## src/rtl/syncfifo_pkg.sv

```systemverilog
// Shared definitions for the 5-queue scheduler: queue count, index width, FSM encoding.
// Latency: n/a (types and pure helper functions only).
// Backpressure: n/a.
package syncfifo_pkg;

    localparam int NQ = 5;   // queues in the shared FIFO
    localparam int QW = 3;   // width of a queue index

    typedef logic [QW-1:0] qid_t;

    typedef enum logic {
        IDLE  = 1'b0,        // no current queue
        SERVE = 1'b1         // bursting from cur
    } state_e;

    // last_q starts at the highest index so the first search begins at queue 0
    localparam qid_t LAST_Q_RST = 3'd4;

    // Increment a queue index modulo NQ
    function automatic qid_t mod5_inc(input qid_t q);
        return (q >= 3'd4) ? 3'd0 : q + 3'd1;
    endfunction

endpackage

```

## src/rtl/syncfifo_shared_sched_if.sv

```systemverilog
// Bundle between the scheduler, the shared 5-queue FIFO and the downstream consumer.
// Latency: n/a (wires only).
// Backpressure: out_vld/out_ready handshake on the output side; pops are one-hot strobes.
// Ports: q_empty/q_dout from the FIFO, q_readout to the FIFO, en_mask per-queue enable,
//        out_vld/out_ready/out_data/out_qid to the consumer, pops running pop counter.
interface syncfifo_shared_sched_if
    import syncfifo_pkg::*;
#(
    parameter int WID = 32
) ();

    logic [NQ-1:0]           q_empty;
    logic [NQ-1:0][WID-1:0]  q_dout;
    logic [NQ-1:0]           q_readout;
    logic [NQ-1:0]           en_mask;
    logic                    out_vld;
    logic                    out_ready;
    logic [WID-1:0]          out_data;
    logic [QW-1:0]           out_qid;
    logic [15:0]             pops;

    // Scheduler side
    modport master (
        input  q_empty, q_dout, en_mask, out_ready,
        output q_readout, out_vld, out_data, out_qid, pops
    );

    // FIFO / consumer / control side
    modport slave (
        output q_empty, q_dout, en_mask, out_ready,
        input  q_readout, out_vld, out_data, out_qid, pops
    );

endinterface

```

## src/rtl/rr_pick5.sv

```systemverilog
// Rotating find-first: first set bit of eligible scanning start, start+1, ... modulo 5.
// Latency: combinational.
// Backpressure: none.
// Ports: eligible[4:0] candidate mask, start[2:0] first index tried (0..4),
//        idx[2:0] chosen queue, found set when any candidate exists.
module rr_pick5
    import syncfifo_pkg::*;
(
    input  logic [NQ-1:0] eligible,
    input  qid_t          start,
    output qid_t          idx,
    output logic          found
);

    qid_t cand;

    always_comb begin
        idx   = '0;
        found = 1'b0;
        cand  = start;
        for (int k = 0; k < NQ; k++) begin
            if (!found && eligible[cand]) begin
                idx   = cand;
                found = 1'b1;
            end
            cand = mod5_inc(cand);
        end
    end

endmodule

```

## src/rtl/syncfifo_shared_sched.sv

```systemverilog
// Burst round-robin pop scheduler for a shared 5-queue FIFO with a one-word output register.
// Latency: 1 cycle from q_readout pulse to out_vld/out_data/out_qid.
// Backpressure: pops only when the output register is empty or draining; held stable while out_ready=0.
// Ports: clk, rst (async, active-high), softreset (sync clear), bus (master modport of
//        syncfifo_shared_sched_if carrying FIFO flags/data/pop strobes and the output handshake).
module syncfifo_shared_sched
    import syncfifo_pkg::*;
#(
    parameter int WID   = 32,
    parameter int BURST = 4     // 1..15
) (
    input  logic                    clk,
    input  logic                    rst,
    input  logic                    softreset,
    syncfifo_shared_sched_if.master bus
);

    state_e          state_q, state_d;
    qid_t            cur_q, cur_d;
    qid_t            last_q_q, last_q_d;
    logic [3:0]      bcnt_q, bcnt_d;
    logic            out_vld_q, out_vld_d;
    logic [WID-1:0]  out_data_q, out_data_d;
    qid_t            out_qid_q, out_qid_d;
    logic [15:0]     pops_q, pops_d;

    logic [NQ-1:0]   elig;
    logic            can_pop;
    logic            stay;
    qid_t            pick_start;
    qid_t            pick_idx;
    logic            pick_found;
    logic            pop_vld;
    qid_t            pop_idx;

    assign elig = ~bus.q_empty & bus.en_mask;

    // Pops are suppressed while any clear is pending so the FIFO loses nothing.
    assign can_pop = (~out_vld_q | bus.out_ready) & ~softreset & ~rst;

    assign stay = (state_q == SERVE) && elig[cur_q] && (bcnt_q < 4'(BURST));

    // In SERVE the search begins after cur and reaches cur last; from IDLE after last_q.
    assign pick_start = (state_q == SERVE) ? mod5_inc(cur_q) : mod5_inc(last_q_q);

    rr_pick5 u_pick (
        .eligible (elig),
        .start    (pick_start),
        .idx      (pick_idx),
        .found    (pick_found)
    );

    always_comb begin
        state_d    = state_q;
        cur_d      = cur_q;
        last_q_d   = last_q_q;
        bcnt_d     = bcnt_q;
        pop_vld    = 1'b0;
        pop_idx    = cur_q;

        if (can_pop) begin
            if (stay) begin
                pop_vld = 1'b1;
                pop_idx = cur_q;
                bcnt_d  = bcnt_q + 4'd1;
            end else if (pick_found) begin
                pop_vld = 1'b1;
                pop_idx = pick_idx;
                cur_d   = pick_idx;
                bcnt_d  = 4'd1;
                state_d = SERVE;
            end else if (state_q == SERVE) begin
                // Nothing to serve: remember where we were for the next search.
                state_d  = IDLE;
                last_q_d = cur_q;
                bcnt_d   = 4'd0;
            end
        end
    end

    always_comb begin
        out_vld_d  = out_vld_q;
        out_data_d = out_data_q;
        out_qid_d  = out_qid_q;
        if (pop_vld) begin
            out_vld_d  = 1'b1;
            out_data_d = bus.q_dout[pop_idx];
            out_qid_d  = pop_idx;
        end else if (bus.out_ready) begin
            out_vld_d  = 1'b0;
        end
    end

    assign pops_d = pops_q + {15'd0, pop_vld};

    always_ff @(posedge clk or posedge rst) begin
        if (rst) begin
            state_q    <= IDLE;
            cur_q      <= '0;
            last_q_q   <= LAST_Q_RST;
            bcnt_q     <= 4'd0;
            out_vld_q  <= 1'b0;
            out_data_q <= '0;
            out_qid_q  <= '0;
            pops_q     <= 16'd0;
        end else if (softreset) begin
            state_q    <= IDLE;
            cur_q      <= '0;
            last_q_q   <= LAST_Q_RST;
            bcnt_q     <= 4'd0;
            out_vld_q  <= 1'b0;
            out_data_q <= '0;
            out_qid_q  <= '0;
            pops_q     <= 16'd0;
        end else begin
            state_q    <= state_d;
            cur_q      <= cur_d;
            last_q_q   <= last_q_d;
            bcnt_q     <= bcnt_d;
            out_vld_q  <= out_vld_d;
            out_data_q <= out_data_d;
            out_qid_q  <= out_qid_d;
            pops_q     <= pops_d;
        end
    end

    assign bus.q_readout = pop_vld ? (5'b00001 << pop_idx) : 5'b00000;
    assign bus.out_vld   = out_vld_q;
    assign bus.out_data  = out_data_q;
    assign bus.out_qid   = out_qid_q;
    assign bus.pops      = pops_q;

endmodule

```

## src/flat_wrapper.sv

```systemverilog
// flat-port wrapper written by rule: the top's interface ports become plain ports
module syncfifo_shared_sched_flat import syncfifo_pkg::*;
#(
    parameter int WID   = 32,
    parameter int BURST = 4             
)
  (clk, rst, softreset, bus_q_empty, bus_q_dout, bus_en_mask, bus_out_ready, bus_q_readout, bus_out_vld, bus_out_data, bus_out_qid, bus_pops);
  syncfifo_shared_sched_if #(.WID(WID)) bus_i ();
  input  logic clk;
  input  logic rst;
  input  logic softreset;
  input wire logic [$bits(bus_i.q_empty)-1:0] bus_q_empty;
  input wire logic [$bits(bus_i.q_dout)-1:0] bus_q_dout;
  input wire logic [$bits(bus_i.en_mask)-1:0] bus_en_mask;
  input wire logic [$bits(bus_i.out_ready)-1:0] bus_out_ready;
  output wire logic [$bits(bus_i.q_readout)-1:0] bus_q_readout;
  output wire logic [$bits(bus_i.out_vld)-1:0] bus_out_vld;
  output wire logic [$bits(bus_i.out_data)-1:0] bus_out_data;
  output wire logic [$bits(bus_i.out_qid)-1:0] bus_out_qid;
  output wire logic [$bits(bus_i.pops)-1:0] bus_pops;
  assign bus_i.q_empty = bus_q_empty;
  assign bus_i.q_dout = bus_q_dout;
  assign bus_i.en_mask = bus_en_mask;
  assign bus_i.out_ready = bus_out_ready;
  assign bus_q_readout = bus_i.q_readout;
  assign bus_out_vld = bus_i.out_vld;
  assign bus_out_data = bus_i.out_data;
  assign bus_out_qid = bus_i.out_qid;
  assign bus_pops = bus_i.pops;
  syncfifo_shared_sched #(.WID(WID), .BURST(BURST)) u_core (.clk(clk), .rst(rst), .softreset(softreset), .bus(bus_i));
endmodule
```

## config.mk

```make
export PLATFORM = sky130hd
export DESIGN_NAME = syncfifo_shared_sched_flat
export DESIGN_NICKNAME = d
export VERILOG_FILES = /design/src/rtl/syncfifo_pkg.sv /design/src/rtl/syncfifo_shared_sched_if.sv /design/src/rtl/rr_pick5.sv /design/src/rtl/syncfifo_shared_sched.sv /design/src/flat_wrapper.sv
export SDC_FILE = /design/constraint.sdc
export NUM_CORES = 1
export LEC_CHECK = 0
export ABC_AREA = 1
export BUFFER_PORTS_ARGS = -buffer_cell sky130_fd_sc_hd__buf_2
export CORE_MARGIN = 4
export CORE_UTILIZATION = 37
export DETAILED_ROUTE_END_ITERATION = 8
export PLACE_DENSITY = 0.72
export SETUP_SLACK_MARGIN = 0.05
export SYNTH_ARGS = -nofsm -noshare
export SYNTH_HDL_FRONTEND = slang
export SYNTH_SLANG_ARGS = --single-unit
```

## constraint.sdc

```tcl
create_clock -name clk -period 4.7 [get_ports clk]
set_clock_uncertainty 0.05 [all_clocks]
set_input_delay 0.94 -clock clk [delete_from_list [all_inputs] [get_ports clk]]
set_output_delay 0.94 -clock clk [all_outputs]
set_load 0.03 [all_outputs]
```

==> impl_results.md <==
- Status: finished, violations left
- Failing checks: setup timing
- Most numerous cell in the Yosys netlist: nand2_1
- Die area: 16620 µm²
- #FFs+latches synth: 63
- Worst skew pair latency: 340 ps
- Post-synth EDFFs: 0
- Nets: 1331
- Sequential share of the synthesized area: 0.2917
- Leak pwr: 4.634 nW
- CTS HTree Levels: 3
- Synth cell types: 39
- WP data required: 3710 ps
- Mapped Avg Cell Area: 6.401 µm²
- CP startpoint: u_core.cur_q[0]
- ANT cells: 0
- Layout Area Growth over Synthesis: 48.53%
- Largest net degree at the start of global routing: 44
- Worst Setup Path Type: register to output port
- Reg2Reg Setup Slack: -220 ps
- CTS Hold Bufs: 0
- Final Slew Violations: 0
- Worst Hold Class: register to register
- Total power draw: 6.422 mW
- Critical path's slowest cell: dfrtp_1
- Worst Tran Pin Value: 717.8 ps
- Min-Delay Startpoint: u_core.bcnt_q[1]
- All-Layer GR Usage: 0.2249
- Core area: 14100 µm²
- Startpoint types: register
- Drt pass-1 iters: 5
- Total grt overflow: 0
- Row count: 43
- CTS Buffer Depth: 2
- Cells after Synth: 845
- Post-DRT Antenna Nets: 0
- Cell depth of the worst flop-to-flop path: 45
- I/O pins: 231
- Top cells by area, synth: dfrtp_1 29%, nand2_1 18%, nand3_1 9.9%, inv_1 9.7%, nand3b_1 3.9%
- Most used DFF post-synth: dfrtp_1
- Dpl cell area: 7202 µm²
- FF-to-FF End: u_core.bus.pops[15]
- Critical R2R Launch: u_core.cur_q[0]
- Num CTS Buffers: 9
- Fin crit share: 1.102
- Worst-path clk slew: 60 ps
- DRC Markers: 0
- Hold Path Sink: u_core.bcnt_q[1]
- Num Clock Sinks: 63
- First-pass GRT wire length: 29640 µm
- Iter 0 DRT Violations: 355
- Final min period: 5179 ps
- Non-filler instance count after layout: 1330
- Post-Synthesis Net Count: 1031
- Via Count: 6410
- Final worst slack: -479.1 ps
- Slew headroom: 0.5174
- CTS tree: done
- Top cells by count, synth: 261 x nand2_1, 140 x inv_1, 107 x nand3_1
- Ys Warns: 0
- CP Max Fanout: 4
- Achievable clock frequency: 193.1 MHz
- Share of cells above drive strength 1: 0.3861
- Crit end category: output port
- Root Buffer: clkbuf_16
- Initial antenna violation count: 1
- Final Core Density: 0.5699
- Post-DP HPWL: 14580 µm
- Cells after DPL: 1286
- Post-synth ARST share: 1.000
- Die extent in x: 128.9 µm
- Unrepaired setup endpoints after global routing: true
- Critical Path AT: 4190 ps
- Post-Route WL: 19320 µm
- Port Buf Inserts: 230
- Die Y: 128.9 µm
- Fin area: 8034 µm²
- Most used cell, CP: inv_2
- Maximum VDD drop: 0.4060 mV
- Gpl congestion: 0.9165
- Final setup viols: 12
- Vias in the first global route: 6279
- Via density: 4.820
- Post-DR wirelength/cell: 14.53 µm
- Initial Utilization: 0.3837
- Synth area leader: dfrtp_1
- Crit path largest cell delay: 390 ps
- Worst Hold Depth: 2
- Syn Std Cell Area: 5409 µm²
- Total power density per cell area: 799.3 nW/µm²
- WHS: 435.7 ps
- Max-Cap Viols: 0
- Final Hold Fails: 0
- Synth top area share: 0.2868
==> critical path, delay by kind of cell, from the launching register on <==
kind / cells / cell delay [ps]
and+or+nand+nor: 14 / 1260
adders and majority gates: 5 / 1250
buffers and inverters: 10 / 690
DFF: 1 / 390
AOI/OAI and AO/OA: 3 / 250
==> cell usage in the layout (no fill, tap or decap), drive strengths merged, types with 2 or more instances in the layout <==
cell	n
buf	318
nand2	286
inv	155
nand3	108
nor2	67
dfrtp	62
nand3b	28
o21ai	28
o21bai	27
a21oi	17
ha	12
clkbuf	9
nor3	6
nand4	5
clkinv	5
bufinv	3
a31oi	2
nor4	2
o31ai	2
and3	2
==> flip-flops by register name, summed over array words and instances (netlist names) <==
register,count
u_core.cur_q,3
u_core.bus.out_vld,1
u_core.bus.pops,16
u_core.last_q_q,3
u_core.bus.out_data,32
u_core.state_q,1
u_core.bus.out_qid,3
u_core.bcnt_q,4
==> worst max-delay path by stage <==
stage	end	slack (ps)	cells past startpoint
floorplan	bus_q_readout[1]	-330	32
global placement	bus_q_readout[2]	-130	33
detailed placement	bus_q_readout[2]	-240	33
CTS	bus_q_readout[1]	-450	32
global route	bus_q_readout[1]	-730	33
finish	bus_q_readout[1]	-480	32
==> report_power, final <==
group / internal (mW) / switching (mW) / total, mW
clock: 0.526 / 0.286 / 0.812
sequential: 0.670 / 0.0813 / 0.752
combinational: 1.94 / 2.92 / 4.86
==> area by class of cell <==
class | instances | area [µm²]
fill | 1329 | 6062
multi-input combinational | 597 | 3346
timing repair buffer | 318 | 1932
sequential | 63 | 1578
inverter | 156 | 600.6
clock buffer | 9 | 225.2
tap | 180 | 225.2
clock inverter | 7 | 127.6
==> per-layer routing <==
layer / share of wire / wire length (µm) / up-vias / GRT usage
met4: 0.025 / 481 / 2 / 0.08153
met3: 0.071 / 1378 / 40 / 0.05147
met5: 0.00036 / 7 / - / 0
met2: 0.50 / 9708 / 249 / 0.3933
li1: - / - / 3229 / -
met1: 0.40 / 7748 / 2890 / 0.2698
==> repair_timing <==
item | 4_1_cts | 5_1_grt
gates resized for setup | 30 | 48
setup endpoints to repair | 26 | 47
pin swaps | 24 | 21
cloned | 0 | 1
buffers inserted | 20 | 8
==> cell families (layout without fill, tap and decap cells) <==
group,after synthesis,in the layout,share of synthesized area
and+or+nand+nor,503,504,0.4393
adders and majority gates,12,12,0.02776
AOI/OAI and AO/OA,80,80,0.09831
buffers and inverters,186,490,0.1413
DFF,63,63,0.2917
xor gates and xnor gates,1,1,0.001620
==> metrics by stage <==
stage / setup TNS (ps) / worst slack, ps
floorplan: -1095 / -332.6
finish: -2780 / -479.1
global route: -10100 / -734.0
CTS: -1968 / -452.4
detailed placement: -3395 / -235.2
global placement: -610.4 / -130.1
Power figures use the tool's default switching activity.
